`config.mk`:
```
export PLATFORM = sky130hd
export DESIGN_NAME = fifo_rd_stream
export DESIGN_NICKNAME = d
export VERILOG_FILES = /design/src/rtl/fifo_rd_stream.sv
export SDC_FILE = /design/constraint.sdc
export NUM_CORES = 1
export LEC_CHECK = 0
export ABC_AREA = 0
export CORE_MARGIN = 5
export CORE_UTILIZATION = 55
export CTS_BUF_LIST = sky130_fd_sc_hd__clkbuf_4
export CTS_CLUSTER_DIAMETER = 60
export DETAILED_ROUTE_END_ITERATION = 7
export PLACE_DENSITY_LB_ADDON = 0.08
export SYNTH_ARGS = -nofsm -noshare
export SYNTH_HDL_FRONTEND = slang
export SYNTH_SLANG_ARGS = --single-unit
```
`constraint.sdc`:
```
create_clock -name clk -period 4.3 [get_ports clk]
set_clock_uncertainty 0.1 [all_clocks]
set_input_delay 0.86 -clock clk [delete_from_list [all_inputs] [get_ports clk]]
set_output_delay 0.86 -clock clk [all_outputs]
set_load 0.01 [all_outputs]
```
`src/rtl/fifo_rd_stream.sv`:
```
// fifo_rd_stream: turns a fixed-latency FIFO read port into a valid/ready stream.
// Reads are issued only when the small output buffer is guaranteed to have room
// for the word when it lands two cycles later, so the buffer can never overflow.
//
// Stream handshake: a word transfers on every posedge where m_valid=1 and
// m_ready=1. m_valid never drops and m_data never changes until that happens.
//
// state encoding (debug output): 0 = IDLE, 1 = RUN, 2 = DRAIN.
module fifo_rd_stream #(
   parameter int DATA_WIDTH = 8,
   parameter int BUF_DEPTH  = 2
) (
   input  logic                  clk,
   input  logic                  rst,
   input  logic                  en,
   input  logic                  empty,
   input  logic [DATA_WIDTH-1:0] data_out,
   output logic                  r_en,
   output logic                  m_valid,
   input  logic                  m_ready,
   output logic [DATA_WIDTH-1:0] m_data,
   output logic                  busy,
   output logic [15:0]           rd_count,
   output logic [1:0]            state
);

   localparam int PTR_W = (BUF_DEPTH > 2) ? 2 : 1;
   localparam int CNT_W = 3;

   typedef enum logic [1:0] {
      ST_IDLE  = 2'd0,
      ST_RUN   = 2'd1,
      ST_DRAIN = 2'd2
   } state_t;

   state_t                cur_st;
   state_t                nxt_st;
   logic [DATA_WIDTH-1:0] buf_mem [BUF_DEPTH];
   logic [PTR_W-1:0]      head;
   logic [PTR_W-1:0]      tail;
   logic [CNT_W-1:0]      buf_cnt;
   logic [CNT_W-1:0]      occ_after;
   logic                  inflight;
   logic                  capture;
   logic                  pop;

   // Pointers wrap at BUF_DEPTH, which need not be a power of two.
   function automatic logic [PTR_W-1:0] ptr_inc(input logic [PTR_W-1:0] p);
      if (p == PTR_W'(BUF_DEPTH - 1)) begin
         return '0;
      end
      return p + PTR_W'(1);
   endfunction

   // A word read last cycle is on data_out now and is written at the tail.
   assign capture   = inflight;
   assign pop       = m_valid & m_ready;
   // Entries still committed at the end of this cycle; a new read needs one more.
   assign occ_after = buf_cnt + CNT_W'(inflight) - CNT_W'(pop);
   // Gated by rst so no read can be issued while reset is held.
   assign r_en      = rst & en & ~empty & (occ_after < CNT_W'(BUF_DEPTH));
   assign m_valid   = (buf_cnt != '0);
   assign m_data    = m_valid ? buf_mem[head] : '0;
   assign busy      = m_valid | inflight;

   // Buffer bookkeeping: read-in-flight flag, pointers, occupancy, pop counter.
   always_ff @(posedge clk or negedge rst) begin
      if (!rst) begin
         inflight <= 1'b0;
         head     <= '0;
         tail     <= '0;
         buf_cnt  <= '0;
         rd_count <= '0;
      end else begin
         inflight <= r_en;
         if (capture) begin
            tail <= ptr_inc(tail);
         end
         if (pop) begin
            head     <= ptr_inc(head);
            rd_count <= rd_count + 16'd1;
         end
         case ({capture, pop})
            2'b10:   buf_cnt <= buf_cnt + CNT_W'(1);
            2'b01:   buf_cnt <= buf_cnt - CNT_W'(1);
            default: buf_cnt <= buf_cnt;
         endcase
      end
   end

   // Buffer storage; contents are only observed through m_data when m_valid=1.
   always_ff @(posedge clk) begin
      if (capture) begin
         buf_mem[tail] <= data_out;
      end
   end

   // FSM state register.
   always_ff @(posedge clk or negedge rst) begin
      if (!rst) begin
         cur_st <= ST_IDLE;
      end else begin
         cur_st <= nxt_st;
      end
   end

   // FSM next-state: enable starts a run, dropping it drains whatever is still busy.
   always_comb begin
      nxt_st = cur_st;
      case (cur_st)
         ST_IDLE: begin
            if (en) nxt_st = ST_RUN;
         end
         ST_RUN: begin
            if (!en) nxt_st = busy ? ST_DRAIN : ST_IDLE;
         end
         ST_DRAIN: begin
            if (en)         nxt_st = ST_RUN;
            else if (!busy) nxt_st = ST_IDLE;
         end
         default: nxt_st = ST_IDLE;
      endcase
   end

   // FSM outputs: the state itself is the only FSM-driven output.
   always_comb begin
      state = cur_st;
   end

endmodule

```
# Word-level counts from Yosys, hierarchy flattened
# Memory sizes are Yosys's and may differ from the RTL's.
# Index checks and enable logic that the tools add are counted.
[classes]
magnitude_cmp = 1
n_div = 0
mux = 18
reduce_logical = 4
n_addsub = 7
bitwise = 6
n_mul = 0
n_eq_ne = 7
shift = 0
[ops]
columns = ["op", "count"]
rows = [
  ["adder 16 x 1 -> 16 bit (second input constant)", 1],
  ["two-way mux 1 bit", 10],
  ["two-way mux 2 bit", 5],
  ["two-way mux 8 bit", 1],
  ["one-hot mux 2 bit (3 select lines)", 1],
  ["one-hot mux 3 bit (2 select lines)", 1],
  ["bitwise AND 1 bit", 4],
  ["equality test 2 x 1 -> 1 bit (second input constant)", 2],
  ["equality test 2 bit (second input constant)", 2],
  ["inequality test 2 bit (second input constant)", 2],
  ["adder 3 x 1 -> 3 bit", 1],
  ["adder 3 x 1 -> 3 bit (second input constant)", 1],
  ["less-than comparator 3 x 2 -> 1 bit (second input constant)", 1],
  ["inequality test 3 bit (second input constant)", 1],
  ["AND reduction 3 bit", 1],
  ["nonzero test 3 bit", 1],
  ["subtractor 3 x 1 -> 3 bit", 1],
  ["subtractor 3 x 1 -> 3 bit (second input constant)", 1],
  ["adder 1 bit (second input constant)", 2],
  ["logical NOT 2 bit", 1],
  ["nonzero test 2 bit", 1],
  ["inverter 1 bit", 1],
  ["bitwise OR 1 bit", 1],
]
[word_totals]
romBits = 0
n_memories = 1
inputBits = 13
mem_bits_rw = 16
out_inout_bits = 29
register_bits = 24
elab_cells = 50
latchBits = 0
[memory_table]
columns = ["memory", "depth", "width", "rd", "rd_clocked_by_memory_dff", "write_ports", "line", "rtl"]
rows = [
  ["buf_mem", 2, 8, 1, 0, 1, "38", "logic [DATA_WIDTH-1:0] buf_mem [BUF_DEPTH];"],
]

# Depth between registers and ports, before layout
# Gate-level depths: netlist of the first run.
[logic_depth]
word_depth = 5
ltp_mapped = 8
mapped_depth_nobuf = 7

# Worst setup path after synthesis of the first run
# No wires, ideal clock.
[synth_path]
path_type = "input -> output"
start = "input port m_ready"
end = "output port r_en"
t_required_ns = 3.340
path_buffers = 0
arrival_time_ns = 2.007
path_stages = 7
path_slack_ns = 1.333
cell_sequence = "o31a_2 nand2b_1 inv_1 fa_1 xnor2_1 xnor2_1 nor2_1"
[synth_via]
elab_chain_len = 4
[synth_lines]
columns = ["element", "line", "rtl"]
rows = [
  ["start: declaration", "20", "input logic m_ready,"],
  ["bitwise AND 1 bit", "57", "assign pop = m_valid & m_ready;"],
  ["subtractor 3 x 1 -> 3 bit", "59", "assign occ_after = buf_cnt + CNT_W'(inflight) - CNT_W'(pop);"],
  ["less-than comparator 3 x 2 -> 1 bit", "61", "assign r_en = rst & en & ~empty & (occ_after < CNT_W'(BUF_DEPTH));"],
  ["bitwise AND 1 bit", "61", ""],
  ["end: declaration", "18", "output logic r_en,"],
]
# No other way between the ends.

# Worst setup path after layout of the first run
# Ends and elaborated chain as after synthesis.

==> results of run 1 <==
-- where the power goes --
group          total, µW  switching (µW)  internal (µW)
sequential           576             109            467
combinational        479             207            272
clock                186             123           62.8
total               1240             439            801
-- flip-flops by register name, indices dropped and copies added, names as in the netlist --
signal	cells
tail	1
head	1
state	2
capture	1
buf_mem	16
rd_count	16
buf_cnt	3
-- final cells by class --
| type | instances | area share |
|---|---|---|
| Clock inverter | 3 | 0.00826 |
| Multi-Input combinational cell | 88 | 0.283 |
| Inverter | 5 | 0.00826 |
| Clock buffer | 5 | 0.0165 |
| Sequential cell | 40 | 0.476 |
| Tap cell | 44 | 0.0242 |
| Timing Repair Buffer | 42 | 0.184 |
-- logic make-up after synthesis --
group | count (synthesis) | share of synthesized area
adders and majority gates | 3 | 0.0298
muxes | 8 | 0.0454
and+or+nand+nor | 47 | 0.145
xor gates and xnor gates | 24 | 0.119
DFF | 40 | 0.612
AOI/OAI and AO/OA | 6 | 0.0255
buffers and inverters | 9 | 0.0234
-- cell usage in the layout (no fill, tap or decap), types with 2 or more instances in the layout --
cell             count
mux2i_1              8
inv_1                5
nor2b_1              2
xnor2_1             16
and4_1               2
nor2_1              14
o21ai_0              2
xor2_1               8
clkbuf_4             5
clkdlybuf4s50_1     41
nand2b_1             2
fa_1                 2
clkinv_2             2
nand2_1             11
nand3_1              2
edfxtp_1            16
dfrtp_1             24
nand4_1              6
-- layer usage --
metal	wire [µm]	share of wire	GRT usage
met2	1840	0.54	0.308
met3	208	0.061	0.0438
met4	35	0.010	0.0736
met5	0	0	0
met1	1330	0.39	0.201
-- path summary, 6_finish.rpt --
path / depth (start not counted) / slack, ns / to
max: 9 / 0.23 / r_en
min: 1 / 0.37 / rd_count[15]
max reg2reg: 7 / 2.15 / capture
min reg2reg: 1 / 0.37 / rd_count[15]
max in group asynchronous: 2 / 3.07 / rd_count[1]
min in group asynchronous: 2 / 0.80 / capture
-- critical path, stage by stage --
cell	delay (ns)
clkdlybuf4s50_1	0.48
o31a_2	0.19
nand2b_1	0.14
inv_1	0.08
fa_1	0.40
xnor2_1	0.14
xnor2_1	0.13
nor2_1	0.13
clkdlybuf4s50_1	0.56
-- per-stage QoR --
step,area [µm²],utilization,power [µW]
floorplan,1770,-,843
global placement,2220,0.720,1040
detailed placement,2220,0.720,1070
CTS,2270,0.738,1250
global route,2270,0.738,1330
finish,2270,0.738,1240
==> run_results.csv, run 1 <==
group,metric,value,unit
die,dieArea,4440,µm²
sta,fin_crit_sh,0.946,
setup_path,critPathLaunchType,"primary input",
yosys,synth_edf_count,16,
sta,grt_setup_unrepaired,"no",
routing,drtPass1Iterations,4,
layout,drive_gt1_frac,0.0765,
sta,setup_slack,0.230,ns
global_route,antenna_found_initial,0,
sta,period_minus_slack,4.07,ns
sta,setup_viol,0,
clocking,cts_setup_buffers,0,
layout,nets,198,
setup_path,r2r-start,"buf_cnt[1]",
clocking,clkSinkCount,40,
clocking,root_buffer,"clkbuf_4",
clocking,clk_pin_slew_worst_paths,0.12,ns
yosys,synth_top_area_share,0.340,
yosys,syn_nets,153,
routing,drtAntennaViolNets,0,
yosys,async_reset_ff_frac,0.600,
layout,layout.cells.non_filler,227,
routing,routed_wl,3410,µm
setup_path,worstPathArrival,3.11,ns
yosys,synthCells,137,
yosys,yosysMostFrequentCell,"dfrtp_1",
place,place_ws,0.203,ns
clocking,cts_resized,0,
place,portBuffers,41,
clocking,cts_hold_buf,0,
die,pin_count,42,
routing,drc,0,
setup_path,worstSetupEndpointType,"primary output",
run,max_cap_viol_count,0,
clocking,cts_tree,"built",
sta,hold_slack,0.375,ns
sta,setup_tns,0,ns
clocking,cts.path.max_buffers,2,
yosys,avgSynthCellArea,12.9,µm²
sta,tightestPinTransition,0.731,ns
layout,antenna_cells,0,
sta,slew_viol_final,0,
status,outcome,"finished clean",
yosys,syn_area,1770,µm²
layout,seq_area,1080,µm²
layout,area_growth,28.7,%
place,hpwl,2530,µm
setup_path,required,3.34,ns
global_route,grt_pass1_wl,5750,µm
setup_path,critPathKind,"in2out",
die,start_util,0.574,
yosys,synth.top_cells.by_count,"dfrtp_1 (24), edfxtp_1 (16), xnor2_1 (16), nor2_1 (14), nand2_1 (11)",
global_route,grt_usage,0.175,
setup_path,crit_start,"m_ready",
die,die_x,66.7,µm
layout,multiInputGateArea,643,µm²
sta,relSlewSlack,0.510,
sta,timing.fmax,246,MHz
die,row_count,20,
die,dieHeight,66.7,µm
setup_path,path_max_fanout,7,
yosys,seq_area_frac_synth,0.612,
yosys,synth-main-ff-cell,"dfrtp_1",
yosys,synth_warnings,0,
clocking,cts_max_level,2,
place,dpl.cell_count,219,
yosys,synth.distinct_cells,30,
global_route,grt_overflow,0,
hold_path,min_path_type,"reg2reg",
pwr,peakVddDrop,0.000429,V
yosys,netlist_top_cells_area,"dfrtp_1 (34%), edfxtp_1 (27%), xnor2_1 (7.9%)",
clocking,clk_latency,0.34,ns
routing,initialDrtViolationCount,22,
sta,hold_viol_final,0,
routing,routed_via_density,5.17,
yosys,synth_top_area_cell,"dfrtp_1",
layout,nFillCells,227,
pwr,leakage,0.000935,µW
global_route,grt_pass1_vias,1277,
clocking,cts_inserted_buffers,5,
global_route,grt_max_degree,25,
pwr,powerDensity,546,nW/µm²
routing,wl_per_cell,15.0,µm
place,routabilityCongestion,0.789,
die,coreArea,3080,µm²
routing,vias,1173,
hold_path,hp-start,"rd_count[15]",
yosys,ys_seq_elements,40,
Power figures use the tool's default switching activity.
==> inputs of run 2 (changes only) <==
--- a/config.mk
+++ b/config.mk
@@ -6,6 +6,7 @@
 export NUM_CORES = 1
 export LEC_CHECK = 0
 export ABC_AREA = 0
+export ABC_CLOCK_PERIOD_IN_PS = 4300
 export CORE_MARGIN = 5
 export CORE_UTILIZATION = 55
 export CTS_BUF_LIST = sky130_fd_sc_hd__clkbuf_4
==> results of run 2 <==
The final DEF is identical to that of run 1; final timing and power are the same.
==> inputs of run 3 (changes only) <==
--- a/config.mk
+++ b/config.mk
@@ -5,8 +5,8 @@
 export SDC_FILE = /design/constraint.sdc
 export NUM_CORES = 1
 export LEC_CHECK = 0
-export ABC_AREA = 0
 export ABC_CLOCK_PERIOD_IN_PS = 4300
+export CAP_MARGIN = 20
 export CORE_MARGIN = 5
 export CORE_UTILIZATION = 55
 export CTS_BUF_LIST = sky130_fd_sc_hd__clkbuf_4
==> results of run 3 <==
The final DEF is identical to that of run 1; final timing and power are the same.
==> RTL edit 1: new RTL, flow settings as in run 1 <==
The parameter `DATA_WIDTH` goes from 8 to 6.
--- a/src/rtl/fifo_rd_stream.sv
+++ b/src/rtl/fifo_rd_stream.sv
@@ -9,3 +9,3 @@
 module fifo_rd_stream #(
-   parameter int DATA_WIDTH = 8,
+   parameter int DATA_WIDTH = 6,
    parameter int BUF_DEPTH  = 2
Ports: changed (resized data_out and m_data); port bits go from 42 to 38. The function was not compared with the original's and may differ.
==> RTL edit 1 against run 1 <==
  * Sequential power fell by 10%
  * Power shrank 4.3%
  * Global-route usage is 0.93 points lower
  * Cell count is 12% lower
  * Sequential cell count shrank 4
  * Clock power grew 27%
  * Cell area shrank 8.1%
  * Routed wire length decreased by 12%
  * Fmax rose by 0.45%
  * Worst setup slack better by 0.018 ns
  * Area after synthesis decreased by 9.9%
  * Critical path type unchanged
  * Critical endpoint unchanged
  * Largest cell class unchanged
  * Largest power group unchanged
  * Highest routed layer unchanged
==> RTL edit 1: results (changes against run 1) <==
| Metric | Value |
|---|---|
| Global Route met2 Usage | `28.64% (-2.2 points)` |
| Largest regs | `rd_count x16, buf_mem x12, buf_cnt x3` |
| Initial antenna violation count | `0 (unchanged)` |
| I/O Buffers | `37 (-9.8%)` |
| LEAKAGE | `0.8762 nW (-6.3%)` |
| M3 GR Usage | `7.356% (+3.0 points)` |
| Synth warn | `0 (unchanged)` |
| Worst hold slack | `0.3907 ns (+0.01608 ns)` |
| FMAX | `246.8 MHz (+0.45%)` |
| Layout cell share with drive strength beyond 1 | `8.929% (+1.3 points)` |
| Ant diodes | `0 (unchanged)` |
| Syn Area/Cell | `12.94 um^2 (+0.41%)` |
| Post-route non-filler standard cell count | `199 (-12%)` |
| Global-route wire length before repair | `5147 um (-11%)` |
| GR Util met1 | `18.07% (-2.0 points)` |
| Top cells by area, synth | `dfrtp_1 (38%), edfxtp_1 (23%), xnor2_1 (8.3%), xor2_1 (5.0%), mux2i_1 (3.8%)` |
| Fill count | `193 (-15%)` |
| Routability congestion estimate | `0.7727 (-2.0%)` |
| Tightest Hold Check Type | `flop to flop` |
| Number of flops mapped to enable cells by yosys | `12 (-4)` |
| CP max stage cell | `clkdlybuf4s50_1` |
| Vias | `1050 (-10%)` |
| Placed insts | `191 (-13%)` |
| Seq/Total Area, Yosys | `60.38% (-0.86 points)` |
| VDD IR max | `0.4954 mV (+15%)` |
| Ys async rst share | `66.67% (+6.7 points)` |
| Num CTS Buffers | `5 (unchanged)` |
| Rel. slew slack | `64.73% (+14 points)` |
| Post-synth net total | `137 (-10%)` |
| NumNets Final | `181 (-8.6%)` |
| Top cells by instance count after synthesis | `dfrtp_1 (24), xnor2_1 (15), edfxtp_1 (12)` |
| Initial DRC count | `33 (+50%)` |
| Total GRT Usage | `16.58% (-0.93 points)` |
| Vias in the first global route | `1162 (-9.0%)` |
| Clock transition at path regs | `0.10 ns (-0.02 ns)` |
| R2r setup slk | `2.32 ns (+0.17 ns)` |
| Dpl ws | `0.2514 ns (+0.04880 ns)` |
| Arrival @ worst endpoint | `3.09 ns (-0.02 ns)` |
| DP Wirelength | `2258 um (-11%)` |
| Yosys cell types | `27 (-10%)` |
| Status | `finished clean` |
| Final WL | `3009 um (-12%)` |
| Crit-path max FO | `5 (-2)` |
| Reg area | `960.9 um^2 (-11%)` |
| Dpl cell area | `0.002008 mm^2 (-9.4%)` |
RTL edit 1: cell count changes in the layout (fill, tap and decap cells not counted), moves of 2 or more:
cell / before / now
edfxtp_1: 16 / 12
nand3_1: 2 / 6
nor2_1: 14 / 8
nor3_2: 1 / 3
nand4_1: 6 / 3
clkdlybuf4s50_1: 41 / 37
mux2i_1: 8 / 6
RTL edit 1: worst paths after layout:
path / end / start / cells after the start
max: r_en / m_ready / 9
min: tail / tail / 1
max reg2reg: capture / buf_cnt[1] / 7
min reg2reg: tail / tail / 1
max in group asynchronous: buf_cnt[2] / rst / 2
min in group asynchronous: rd_count[8] / rst / 2
RTL edit 1: cell type report:
cell class | count | share of cell area [%]
clock buffer | 6 | 2.157
timing repair buffer | 39 | 18.45
tap | 31 | 1.857
multi-input combinational | 81 | 29.12
inverter | 4 | 0.7190
sequential | 36 | 46.02
clock inverter | 2 | 1.678
RTL edit 1: kinds of logic after synthesis:
family / synth area share (%)
AOI/OAI and AO/OA: 2.751
xor gates and xnor gates: 13.21
adders and majority gates: 3.302
buffers and inverters: 1.415
DFF: 60.38
muxes: 3.774
and+or+nand+nor: 15.17
RTL edit 1: worst max-delay path: cells and delay by family:
kind / cells / cell delay [ns]
simple gates: 2 / 0.31
fa+ha+maj: 1 / 0.40
xor+xnor: 2 / 0.27
buf+inv: 3 / 1.14
compound gates: 1 / 0.11
RTL edit 1: report_power, final:
| group | switching [mW] | internal, mW |
|---|---|---|
| Sequential | 0.0957 | 0.421 |
| Combinational | 0.187 | 0.249 |
| Clock | 0.108 | 0.128 |
RTL edit 1: metal layers:
metal | up-vias | wire length (um) | share of wire, %
met3 | 2 | 163 | 5.4
met2 | 27 | 1594 | 53
li1 | 509 | - | -
met5 | - | 0 | 0
met1 | 512 | 1234 | 41
met4 | 0 | 17 | 0.56
==> RTL edit 2: new RTL, settings of run 1 <==
Made on the original files. Register the output `rd_count` once more, without a reset; this adds one clock of latency there. The other outputs are not delayed to match.
--- a/src/rtl/fifo_rd_stream.sv
+++ b/src/rtl/fifo_rd_stream.sv
@@ -34,2 +34,4 @@
    } state_t;
+
+   logic [15:0] rd_count_s0;
 
@@ -72,3 +74,3 @@
          buf_cnt  <= '0;
-         rd_count <= '0;
+         rd_count_s0 <= '0;
       end else begin
@@ -80,3 +82,3 @@
             head     <= ptr_inc(head);
-            rd_count <= rd_count + 16'd1;
+            rd_count_s0 <= rd_count_s0 + 16'd1;
          end
@@ -129,2 +131,6 @@
 
+   always_ff @(posedge clk) begin
+      rd_count <= rd_count_s0;
+   end
+
 endmodule
Formal check against the unedited RTL: not equivalent (a bounded check fails within 4 cycles, from zero or initial values and one cycle with rst low).
==> RTL edit 2 against run 1 <==
  * Sequential cell count increased by 16
  * Area after synthesis increased by 22%
  * Synthesized cell count increased by 14%
  * Routed wire length increased by 2.1%
  * Cell area increased by 17%
  * Clock power increased by 22%
  * Cell count increased by 10%
  * Worst setup slack improved by 0.062 ns
  * Power increased by 18%
  * Highest routed layer unchanged
==> RTL edit 2: results (changes against run 1) <==
| Metric | Value |
|---|---|
| Top cells by instance count after synthesis | `dfrtp_1 (24), dfxtp_1 (16), edfxtp_1 (16)` |
| Routability congestion estimate | `0.7675 (-2.7%)` |
| Layout cell share with drive strength beyond 1 | `7.921% (+0.27 points)` |
| Hold Path Stages | `0 (-1)` |
| Initial DRC count | `33 (+50%)` |
| Dpl cell area | `0.002603 mm^2 (+17%)` |
| Largest regs | `buf_mem x16, rd_count x16, rd_count_s0 x16` |
| Clock transition at path regs | `0.15 ns (+0.03 ns)` |
| Status | `finished clean` |
| Vias/cell | `4.932 (-4.6%)` |
| Top cells by area, synth | `dfrtp_1 (28%), edfxtp_1 (22%), dfxtp_1 (15%), xnor2_1 (6.1%), mux2i_1 (3.7%)` |
| LEAKAGE | `1.109 nW (+19%)` |
| Crit-path max FO | `4 (-3)` |
| Endpoint, Worst Hold | `rd_count[15]` |
| Worst hold slack | `0.3174 ns (-0.05728 ns)` |
| NumNets Final | `217 (+9.6%)` |
| Yosys cell types | `33 (+10%)` |
| Final WL | `3482 um (+2.1%)` |
| Seq/Total Area, Yosys | `65.15% (+3.9 points)` |
| VDD IR max | `0.3887 mV (-9.4%)` |
| Vias in the first global route | `1236 (-3.2%)` |
| Routed WL per cell | `13.93 um (-7.3%)` |
| Arrival @ worst endpoint | `3.05 ns (-0.06 ns)` |
| Syn Area/Cell | `13.79 um^2 (+7.0%)` |
| Clock Latency Late Sink | `0.37 ns (+0.03 ns)` |
| Global-route wire length before repair | `5699 um (-0.96%)` |
| Post-synth net total | `172 (+12%)` |
==> RTL edit 2: final cells by class <==
class | instances | area [um^2]
clock buffers | 6 | 45.04
clock inverters | 2 | 15.01
fillers | 277 | 1054
inverters | 7 | 26.28
multi-input cells | 88 | 689.4
flip-flops and latches | 56 | 1401
well taps | 48 | 60.06
repair buffers | 43 | 425.4
==> RTL edit 2: cells by family (layout without fill, tap and decap cells) <==
kind of cell	Yosys count	after routing	synth area share, %
xor gates and xnor gates	24	24	9.774
AOI/OAI and AO/OA	5	5	1.571
DFF	56	56	65.15
buffers and inverters	12	58	2.792
adders and majority gates	3	3	2.443
muxes	8	8	3.723
and+or+nand+nor	48	48	14.54
==> RTL edit 2: routing by layer <==
layer | vias up | global-route usage, % | share of wire, %
li1 | 614 | - | -
met1 | 583 | 15.66 | 42
met2 | 30 | 25.85 | 50
met3 | 6 | 4.986 | 5.8
met4 | 0 | 5.533 | 1.6
met5 | - | 0 | 0
==> RTL edit 2: worst max-delay path by stage <==
stage                     slack [ns]  endpoint  cells after the start
after floorplan                 1.26      r_en                      8
after global placement          0.38      r_en                      9
after detailed placement        0.28      r_en                      9
after CTS                       0.27      r_en                      9
after global routing            0.16      r_en                      9
final                           0.29      r_en                      9
==> RTL edit 2: power by group <==
group          internal, mW  switching (mW)  total, mW  leakage (nW)
registers             0.641           0.112      0.753         0.577
logic                 0.278           0.212      0.490         0.495
clock network        0.0723           0.154      0.226        0.0362
total                 0.991           0.477       1.47          1.11
==> RTL edit 2: worst max-delay path: cells and delay by family <==
kind / cells / cell delay [ns]
adder cells (fa/ha/maj): 1 / 0.41
buffers and inverters: 3 / 1.10
XOR/XNOR: 2 / 0.28
AND/OR/NAND/NOR: 2 / 0.26
AO/OA/AOI/OAI: 1 / 0.15
